==> config.mk <==
export PLATFORM = sky130hd
export DESIGN_NAME = alu_sevseg_core
export DESIGN_NICKNAME = d
export VERILOG_FILES = /design/src/rtl/alu_sevseg_pkg.sv /design/src/rtl/alu_sevseg_core_debounce.sv /design/src/rtl/alu_sevseg_core.sv
export SDC_FILE = /design/constraint.sdc
export NUM_CORES = 1
export LEC_CHECK = 0
export ABC_AREA = 1
export CAP_MARGIN = 0
export CORE_MARGIN = 1
export CORE_UTILIZATION = 58
export DETAILED_ROUTE_END_ITERATION = 7
export HOLD_SLACK_MARGIN = 0.15
export PLACE_DENSITY = 0.85
export RECOVER_POWER = 100
export SLEW_MARGIN = 5
export SYNTH_ARGS = -nofsm -noshare
export SYNTH_HDL_FRONTEND = slang
export SYNTH_SLANG_ARGS = --single-unit
==> constraint.sdc <==
create_clock -name clk -period 17.7 [get_ports clk]
set_input_delay 3.54 -clock clk [delete_from_list [all_inputs] [get_ports clk]]
set_output_delay 3.54 -clock clk [all_outputs]
set_load 0.02 [all_outputs]
==> src/rtl/alu_sevseg_pkg.sv <==
// Shared opcodes, display letter codes and the seven-segment lookup for the
// switch-driven ALU display core.
package alu_sevseg_pkg;

    localparam logic [7:0] OP_ADD = 8'h01;
    localparam logic [7:0] OP_SUB = 8'h02;
    localparam logic [7:0] OP_NOT = 8'h03;
    localparam logic [7:0] OP_AND = 8'h04;
    localparam logic [7:0] OP_OR  = 8'h05;
    localparam logic [7:0] OP_XOR = 8'h06;

    localparam logic [3:0] LT_A = 4'hA;
    localparam logic [3:0] LT_B = 4'hB;
    localparam logic [3:0] LT_C = 4'hC;

    // Active-low {a,b,c,d,e,f,g}; codes 13..15 render as a dark digit.
    function automatic logic [6:0] seg_lookup(input logic [3:0] nib);
        logic [6:0] seg;
        case (nib)
            4'h0:    seg = 7'b0000001;
            4'h1:    seg = 7'b1001111;
            4'h2:    seg = 7'b0010010;
            4'h3:    seg = 7'b0000110;
            4'h4:    seg = 7'b1001100;
            4'h5:    seg = 7'b0100100;
            4'h6:    seg = 7'b0100000;
            4'h7:    seg = 7'b0001111;
            4'h8:    seg = 7'b0000000;
            4'h9:    seg = 7'b0000100;
            4'hA:    seg = 7'b0001000;
            4'hB:    seg = 7'b1100000;
            4'hC:    seg = 7'b0110001;
            default: seg = 7'b1111111;
        endcase
        return seg;
    endfunction

endpackage

==> src/rtl/alu_sevseg_core_debounce.sv <==
// Push-button debouncer: 2-FF synchronizer, stability counter, and a
// single-cycle pulse on each debounced rising edge.
module alu_sevseg_debounce #(
    parameter int DB_COUNT = 250000
) (
    input  logic clk,
    input  logic rst,
    input  logic btn,
    output logic pulse
);

    localparam int CNT_W = $clog2(DB_COUNT + 1);
    localparam logic [CNT_W-1:0] CNT_LAST = CNT_W'(DB_COUNT - 1);
    localparam logic [CNT_W-1:0] CNT_ONE  = CNT_W'(1);

    logic             sync1_r;
    logic             sync2_r;
    logic             stable_r;
    logic             pulse_r;
    logic [CNT_W-1:0] cnt_r;

    // Bring the raw button into the clock domain.
    always_ff @(posedge clk) begin
        if (rst) begin
            sync1_r <= 1'b0;
            sync2_r <= 1'b0;
        end else begin
            sync1_r <= btn;
            sync2_r <= sync1_r;
        end
    end

    // Accept a new level only after it has differed from stable for DB_COUNT cycles.
    always_ff @(posedge clk) begin
        if (rst) begin
            cnt_r    <= '0;
            stable_r <= 1'b0;
            pulse_r  <= 1'b0;
        end else if (sync2_r == stable_r) begin
            cnt_r   <= '0;
            pulse_r <= 1'b0;
        end else if (cnt_r == CNT_LAST) begin
            cnt_r    <= '0;
            stable_r <= sync2_r;
            pulse_r  <= sync2_r;
        end else begin
            cnt_r   <= cnt_r + CNT_ONE;
            pulse_r <= 1'b0;
        end
    end

    assign pulse = pulse_r;

endmodule

==> src/rtl/alu_sevseg_core.sv <==
// 8-bit switch ALU with debounced load/execute buttons and a 4-digit
// multiplexed seven-segment readout. Option: ALU_SEVSEG_ZERO_BLANK_EN.
module alu_sevseg_core
    import alu_sevseg_pkg::*;
#(
    parameter int DB_COUNT  = 250000,
    parameter int REFRESH_W = 20
) (
    input  logic       clk,
    input  logic       rst,
    input  logic       pb1,
    input  logic       pb2,
    input  logic       pb3,
    input  logic [7:0] sw,
    output logic [7:0] led,
    output logic [3:0] anode_activate,
    output logic [6:0] led_out
);

    localparam logic [REFRESH_W-1:0] REFRESH_ONE = REFRESH_W'(1);

    logic                 load_a_s;
    logic                 load_b_s;
    logic                 exec_s;
    logic [7:0]           a_r;
    logic [7:0]           b_r;
    logic [7:0]           c_r;
    logic                 carry_r;
    logic [3:0]           letter_r;
    logic [8:0]           alu_res_s;
    logic [11:0]          bcd_s;
    logic [15:0]          disp_s;
    logic [REFRESH_W-1:0] refresh_r;
    logic [1:0]           sel_s;
    logic [3:0]           nibble_s;

    alu_sevseg_debounce #(.DB_COUNT(DB_COUNT)) u_db_a (
        .clk(clk), .rst(rst), .btn(pb1), .pulse(load_a_s)
    );
    alu_sevseg_debounce #(.DB_COUNT(DB_COUNT)) u_db_b (
        .clk(clk), .rst(rst), .btn(pb2), .pulse(load_b_s)
    );
    alu_sevseg_debounce #(.DB_COUNT(DB_COUNT)) u_db_x (
        .clk(clk), .rst(rst), .btn(pb3), .pulse(exec_s)
    );

    // Double-dabble: 9-bit binary to three packed BCD digits.
    function automatic logic [11:0] bin2bcd(input logic [8:0] bin);
        logic [20:0] sh;
        sh = {12'd0, bin};
        for (int i = 0; i < 9; i++) begin
            sh[12:9]  = (sh[12:9]  >= 4'd5) ? sh[12:9]  + 4'd3 : sh[12:9];
            sh[16:13] = (sh[16:13] >= 4'd5) ? sh[16:13] + 4'd3 : sh[16:13];
            sh[20:17] = (sh[20:17] >= 4'd5) ? sh[20:17] + 4'd3 : sh[20:17];
            sh = sh << 1;
        end
        return sh[20:9];
    endfunction

    // Opcode decode; only ADD can produce a carry.
    always_comb begin
        alu_res_s = 9'd0;
        case (sw)
            OP_ADD:  alu_res_s = {1'b0, a_r} + {1'b0, b_r};
            OP_SUB:  alu_res_s = {1'b0, a_r - b_r};
            OP_NOT:  alu_res_s = {1'b0, ~a_r};
            OP_AND:  alu_res_s = {1'b0, a_r & b_r};
            OP_OR:   alu_res_s = {1'b0, a_r | b_r};
            OP_XOR:  alu_res_s = {1'b0, a_r ^ b_r};
            default: alu_res_s = 9'd0;
        endcase
    end

    // Operand/result registers; load A outranks load B outranks execute.
    always_ff @(posedge clk) begin
        if (rst) begin
            a_r      <= 8'd0;
            b_r      <= 8'd0;
            c_r      <= sw;
            carry_r  <= 1'b0;
            letter_r <= 4'h0;
        end else if (load_a_s) begin
            a_r      <= sw;
            c_r      <= sw;
            carry_r  <= 1'b0;
            letter_r <= LT_A;
        end else if (load_b_s) begin
            b_r      <= sw;
            c_r      <= sw;
            carry_r  <= 1'b0;
            letter_r <= LT_B;
        end else if (exec_s) begin
            {carry_r, c_r} <= alu_res_s;
            letter_r       <= LT_C;
        end else begin
            a_r      <= a_r;
            b_r      <= b_r;
            c_r      <= c_r;
            carry_r  <= carry_r;
            letter_r <= letter_r;
        end
    end

    // Free-running scan counter; its top two bits pick the lit digit.
    always_ff @(posedge clk) begin
        if (rst) begin
            refresh_r <= '0;
        end else begin
            refresh_r <= refresh_r + REFRESH_ONE;
        end
    end

    assign bcd_s = bin2bcd({carry_r, c_r});

`ifdef ALU_SEVSEG_ZERO_BLANK_EN
    // Suppress leading zeros; code 4'hF decodes to a dark digit.
    always_comb begin
        disp_s = {letter_r, bcd_s};
        if (bcd_s[11:8] == 4'd0) begin
            disp_s[11:8] = 4'hF;
            if (bcd_s[7:4] == 4'd0) begin
                disp_s[7:4] = 4'hF;
            end else begin
                disp_s[7:4] = bcd_s[7:4];
            end
        end else begin
            disp_s[11:8] = bcd_s[11:8];
        end
    end
`else
    assign disp_s = {letter_r, bcd_s};
`endif

    assign sel_s = refresh_r[REFRESH_W-1 -: 2];

    // Digit select: anode[3] is the leftmost digit and shows the letter.
    always_comb begin
        anode_activate = 4'b1111;
        nibble_s       = 4'hF;
        case (sel_s)
            2'd0: begin anode_activate = 4'b0111; nibble_s = disp_s[15:12]; end
            2'd1: begin anode_activate = 4'b1011; nibble_s = disp_s[11:8];  end
            2'd2: begin anode_activate = 4'b1101; nibble_s = disp_s[7:4];   end
            2'd3: begin anode_activate = 4'b1110; nibble_s = disp_s[3:0];   end
            default: begin anode_activate = 4'b1111; nibble_s = 4'hF; end
        endcase
    end

    assign led_out = seg_lookup(nibble_s);
    assign led     = sw;

endmodule

---- Yosys cells after proc, flatten, opt, wreduce, memory -nomap -nowiden ----
Memory sizes are Yosys's and may differ from the RTL's.
Cells that the tools add are included.
operators by class
  mux-type cells .......................... 31
  equal/unequal tests ..................... 15
  magnitude comparators ................... 21
  add/subtract/negate cells ............... 27
  bitwise operators ....................... 11
  reduce and logical (&&, ||, !) cells .... 16
operator list
  kind                     number
  $ge A4 B3 Y1 const B     18
  $mux W4                  16
  $add A18 B1 Y18 const B  3
  $eq A18 B18 Y1 const B   3
  $pmux W9 S6              1
  $add A4 B2 Y4 const B    13
  $mux W8                  4
  $pmux W4 S4              2
  $eq A8 B3 Y1 const B     3
  $mux W3                  8
  $reduce_or A3 Y1         7
  $add A20 B1 Y20 const B  1
  $eq A8 B2 Y1 const B     2
  $add A3 B2 Y3 const B    5
  $add A8 B8 Y9            1
  $and A8 B8 Y8            1
  $eq A8 B1 Y1 const B     1
  $not A8 Y8               1
  $or A8 B8 Y8             1
  $reduce_and A2 Y1        4
  $sub A8 B8 Y8            1
  $xor A8 B8 Y8            1
  $not A1 Y1               7
  $add A1 B2 Y3 const AB   2
  11 further kinds         15
storage, ports and cells
  input bits .............................. 13
  memories ................................ 1
  output and inout port bits .............. 19
  memory bits (read-only) ................. 112
  bits in registers ....................... 115
memories
  name              depth  bits a word  rd ports  clocked after memory_dff  wr ports  RTL line              source
  (name not given)  16     7            1         0                         0         alu_sevseg_pkg.sv:19  case (nib)

---- Longest topological paths before layout ----
An unclocked memory read counts as a cell.
  word-level depth ........................ 18
  mapped depth ............................ 49

---- Hierarchy ----
A second synthesis with hierarchy kept.
unflattened totals
  cells, all modules ...................... 1,146
  area, all modules ....................... 7,662.3 sq um
modules (own cells, without submodules)
  module                            sequential area each (sq um)  times used  area an instance (sq um)  cells an instance
  alu_sevseg_core                   1,061.0                       1           4,384.2                   661
  alu_sevseg_debounce (u_db_a ...)  440.4                         2           1,098.6                   163
  alu_sevseg_debounce (u_db_x)      440.4                         1           1,081.0                   159

---- Worst setup path before layout ----
OpenSTA, ideal clock, no wires.
  path type ............................... register to output
  start ................................... register c_r[6]
  end ..................................... output port led_out[5]
  path buffers ............................ 0
  required time ........................... 14.160 ns
  arrival ................................. 5.230 ns
  setup slack ............................. 8.930 ns
  cell stages (with the launch flop) ...... 46
  path through ............................ edfxtp_1 > inv_1 > ha_1 > inv_1 > ha_1 > inv_1 > nand2_2 > nand2_1 > nand2_2 > ha_1 > or2_1 > nand3_2 > nand2_2 > nand2_1 > nand2_1 > inv_1 > ha_1 > inv_1 > (+10 left out) > nand2_2 > ha_1 > nand2_1 > nand3_2 > nand2_1 > nand2_2 > ha_1 > nand3_1 > nand2_1 > inv_1 > nand3_1 > nand3_1 > nand3_1 > nand2_1 > inv_1 > ha_1 > nand2_1 > a21boi_1
on the way
  word-level cells in the longest chain between the ends .. 14
  elaborated cells between the ends (all ways) .. 47
  classes of those cells .................. add/sub: 15; order compare: 15; mux: 16; memory: 1
RTL lines
  element                                               RTL line                                      source
  start: declaration                                    alu_sevseg_core.sv:27                         logic [7:0] c_r;
  start signal: assignment                              alu_sevseg_core.sv:79                         c_r <= sw;
  start signal: assignment                              alu_sevseg_core.sv:84                         c_r <= sw;
  start signal: assignment                              alu_sevseg_core.sv:89                         c_r <= sw;
  $add A4 B2 Y4 / $ge A4 B3 Y1 (equally long branches)  alu_sevseg_core.sv:52                         sh[12:9] = (sh[12:9] >= 4'd5) ? sh[12:9] + 4'd3 : sh[12:9];
  $mux W4 (*)                                           alu_sevseg_core.sv:52
  $add A4 B2 Y4 (tied with other cells)                 alu_sevseg_core.sv:52
  $mux W4 (on tied branches)                            alu_sevseg_core.sv:52, alu_sevseg_core.sv:53
  $add A4 B2 Y4 (tied with other cells)                 alu_sevseg_core.sv:52
  $mux W4 (tied with other cells)                       alu_sevseg_core.sv:52
  $add A4 B2 Y4 (tied with other cells)                 alu_sevseg_core.sv:52
  $mux W4 (tied with other cells)                       alu_sevseg_core.sv:52
  $add A4 B2 Y4 (tied with other cells)                 alu_sevseg_core.sv:53                         sh[16:13] = (sh[16:13] >= 4'd5) ? sh[16:13] + 4'd3 : sh[16:13];
  $mux W4 (tied with other cells)                       alu_sevseg_core.sv:53
  $add A4 B2 Y4 (tied with other cells)                 alu_sevseg_core.sv:53
  $mux W4 (tied with other cells)                       alu_sevseg_core.sv:53
  $pmux W4 S4 (*)                                       alu_sevseg_core.sv:140                        case (sel_s)
  $mem_v2 Z16 W7 (*)                                    --
  end: declaration                                      alu_sevseg_core.sv:17                         output logic [6:0] led_out
Every way passes the cells marked *; elsewhere a longest branch is shown, timed or not.

---- Worst setup path in the final report ----
  start ................................... register c_r[6]
  end ..................................... output port led_out[3]
The elaborated chain is that of the path after synthesis.

==> impl_metrics.tcl <==
set metrics [dict create \
    status "finished, violations left" \
    violations "capacitance limit, slew limit" \
    worstPathRequired_ps 14160 \
    leakagePower_nw 3.43 \
    p_clk_frac 0.502 \
    ys_seq_area_frac 0.337 \
    syn_nets 1084 \
    synth-edff-count 8 \
    initial_utilization 0.606 \
    synth_area_per_cell_um2 6.89 \
    min_to "u_db_x.sync2_r" \
    ir_worst_vdd_v 0.0000553 \
    cts_root_buf "clkbuf_16" \
    die_y_um 112 \
    hold_start "u_db_x.sync1_r" \
    cp-start-kind "flop" \
    antenna_cells 0 \
    async_reset_ff_frac 0 \
    synth-main-ff-cell "dfxtp_1" \
    tns_ps 0 \
    clk_pin_slew_ps 50 \
    crit_fanout 5 \
    seqPwrFrac 0.391 \
    ys_warn_count 0 \
    clock_sinks 115 \
    route.vias.total 6533 \
    power_frac_comb 0.107 \
    cts_buffer_depth 2 \
    ios 32 \
    r2r_cells 17 \
    grt_setup_unrepaired "false" \
    numCtsBuffers 17 \
    ys_ff_latch 115 \
    setup_violations 0 \
    grt_first_pass_wirelength_um 26900 \
    core_area_um2 11700 \
    final_max_slew_viol_count 34 \
    hold_viol 0 \
    powerDensity_nw_per_um2 84.8 \
    rows 39 \
    slew_headroom -0.0814 \
    die_area_um2 12600 \
    cts_tree "built" \
    fp.dieW_um 112 \
    place.gp.congestion 0.919 \
    drt_first_pass_iters 5 \
    fin_skew_ps 11.3 \
    internal_power_mw 0.521 \
    wl_per_cell_um 12.5 \
    cp_slowest_cell "dlygate4sd3_1" \
    synth_cells 1025 \
    p_total_mw 0.683 \
    seqCellArea_um2 2380 \
    vias_per_cell 5.40 \
    critPathMaxStageDelay_ps 660 \
    max_freq_ghz 0.0985 \
    dp.cells 1180 \
    io_buffers 31 \
    route.detailed.drc 0 \
    postRouteWirelength_um 15200 \
    crit_path_end_kind "output port" \
    multi_input_area_um2 3920 \
    final_core_util 0.690 \
    grt_overflow 0 \
    post_cts_buffers 0 \
    holdPathStages 2 \
    worstReg2RegStart "a_r[2]" \
    critPathKind "reg -> out" \
    ant_nets 0 \
    hpwl_um 10600 \
    syn_area_um2 7070 \
    swShare 0.236 \
    htreeDepth 4 \
    syn2layout_area_growth_pct 14.0 \
    finalCritPeriodShare 0.574 \
    insertion_delay_ps 420 \
    crit_path_frequent_cell "nand2_1" \
    ctsResizeCount 0 \
    nNetsFinal 1115 \
    grt_antenna_before_repair 0 \
    cp_data_arrival_time_ps 6610 \
    period_minus_slack_ps 10150 \
    grt_usage 0.261 \
    n_fill_cell 960 \
    startpoint "c_r[6]" \
    layout-drive-gt1-share 0.0703 \
    stdcell_count 1210 \
    grt_pass1_vias 6325 \
    drv_cap 1 \
    holdBufCountCts 0 \
    min_path_type "reg -> reg" \
    p_sw_mw 0.161 \
    rrSetupSlack_ps 14800 \
    worst_slew_pin_slew_ps 1620 \
    rr_endpoint "c_r[7]" \
    grt_max_degree 34 \
    drt_iter0_markers 442 \
    synth_cell_type_count 46 \
]
-- cell usage after synthesis (12+ instances only) --
master | count | area share
nor3_1 | 40 | 0.028
o22ai_1 | 12 | 0.011
nand3_1 | 59 | 0.042
nand4_1 | 12 | 0.011
o21ai_0 | 33 | 0.023
ha_1 | 44 | 0.078
nand2_2 | 23 | 0.020
xor2_1 | 17 | 0.021
dfxtp_1 | 107 | 0.30
clkbuf_1 | 12 | 0.0064
a21oi_1 | 68 | 0.048
nand2_1 | 179 | 0.095
inv_1 | 171 | 0.091
nor2_1 | 136 | 0.072
-- sequential cells by signal, indices dropped and copies added, names as in the netlist, 4 cells and up --
register / cells
a_r: 8
b_r: 8
c_r: 8
letter_r: 4
refresh_r: 20
u_db_a.cnt_r: 18
u_db_b.cnt_r: 18
u_db_x.cnt_r: 18
-- critical path, delay by kind of cell (launching register included) --
family	cells	cell delay, ps
fa+ha+maj	8	1590
buf+inv	11	1440
flops	1	420
compound gates	1	280
simple gates	28	2410
-- cell families (layout without fill, tap and decap cells) --
| group | after synthesis | in the layout | synth area share |
|---|---|---|---|
| simple gates | 492 | 492 | 0.318 |
| buf+inv | 196 | 238 | 0.108 |
| compound gates | 159 | 159 | 0.132 |
| flops | 115 | 115 | 0.337 |
| fa+ha+maj | 46 | 46 | 0.0836 |
| xor+xnor | 17 | 17 | 0.0211 |
-- cell type report --
| cell class | count | area share |
|---|---|---|
| flip-flops and latches | 115 | 0.296 |
| clock buffers | 26 | 0.0657 |
| repair buffers | 32 | 0.0390 |
| well taps | 143 | 0.0222 |
| inverters | 176 | 0.0820 |
| clock inverters | 4 | 0.00870 |
| multi-input cells | 714 | 0.486 |
-- through the flow --
stage / setup WS, ps / hold WS (ps) / instance area (um2)
floorplan: 8930 / 388 / 7070
global placement: 8270 / 391 / 7460
detailed placement: 8030 / 397 / 7460
CTS: 7570 / 408 / 8060
global route: 6730 / 421 / 8050
finish: 7550 / 408 / 8050
-- worst max-delay path by stage --
stage / endpoint
global placement: led_out[3]
floorplan: led_out[5]
finish: led_out[3]
global route: led_out[3]
detailed placement: led_out[3]
CTS: led_out[3]
-- layout by cell type, fill, tap and decap left out, types with 11 or more instances in the layout --
| cell type | count |
|---|---|
| a21oi_1 | 68 |
| clkbuf_16 | 17 |
| dfxtp_1 | 107 |
| dlygate4sd3_1 | 21 |
| ha_1 | 44 |
| inv_1 | 171 |
| nand2_1 | 179 |
| nand2_2 | 23 |
| nand3_1 | 59 |
| nand4_1 | 12 |
| nor2_1 | 136 |
| nor3_1 | 40 |
| nor3b_1 | 11 |
| o21ai_0 | 33 |
| o22ai_1 | 12 |
| xor2_1 | 17 |
-- routing by layer --
layer	global-route usage	routed length, um
met5	0	0
met4	0.121	356
met3	0.0540	742
met2	0.450	7270
met1	0.313	6800
-- power by group through the flow --
stage | combinational [mW] | clock (mW) | sequential, mW
after floorplan | 0.0578 | 0 | 0.271
after global placement | 0.0699 | 0 | 0.272
after detailed placement | 0.0724 | 0 | 0.272
after CTS | 0.0734 | 0.345 | 0.267
after global routing | 0.0841 | 0.358 | 0.267
final | 0.0732 | 0.343 | 0.267
(Power assumes the default switching activity.)
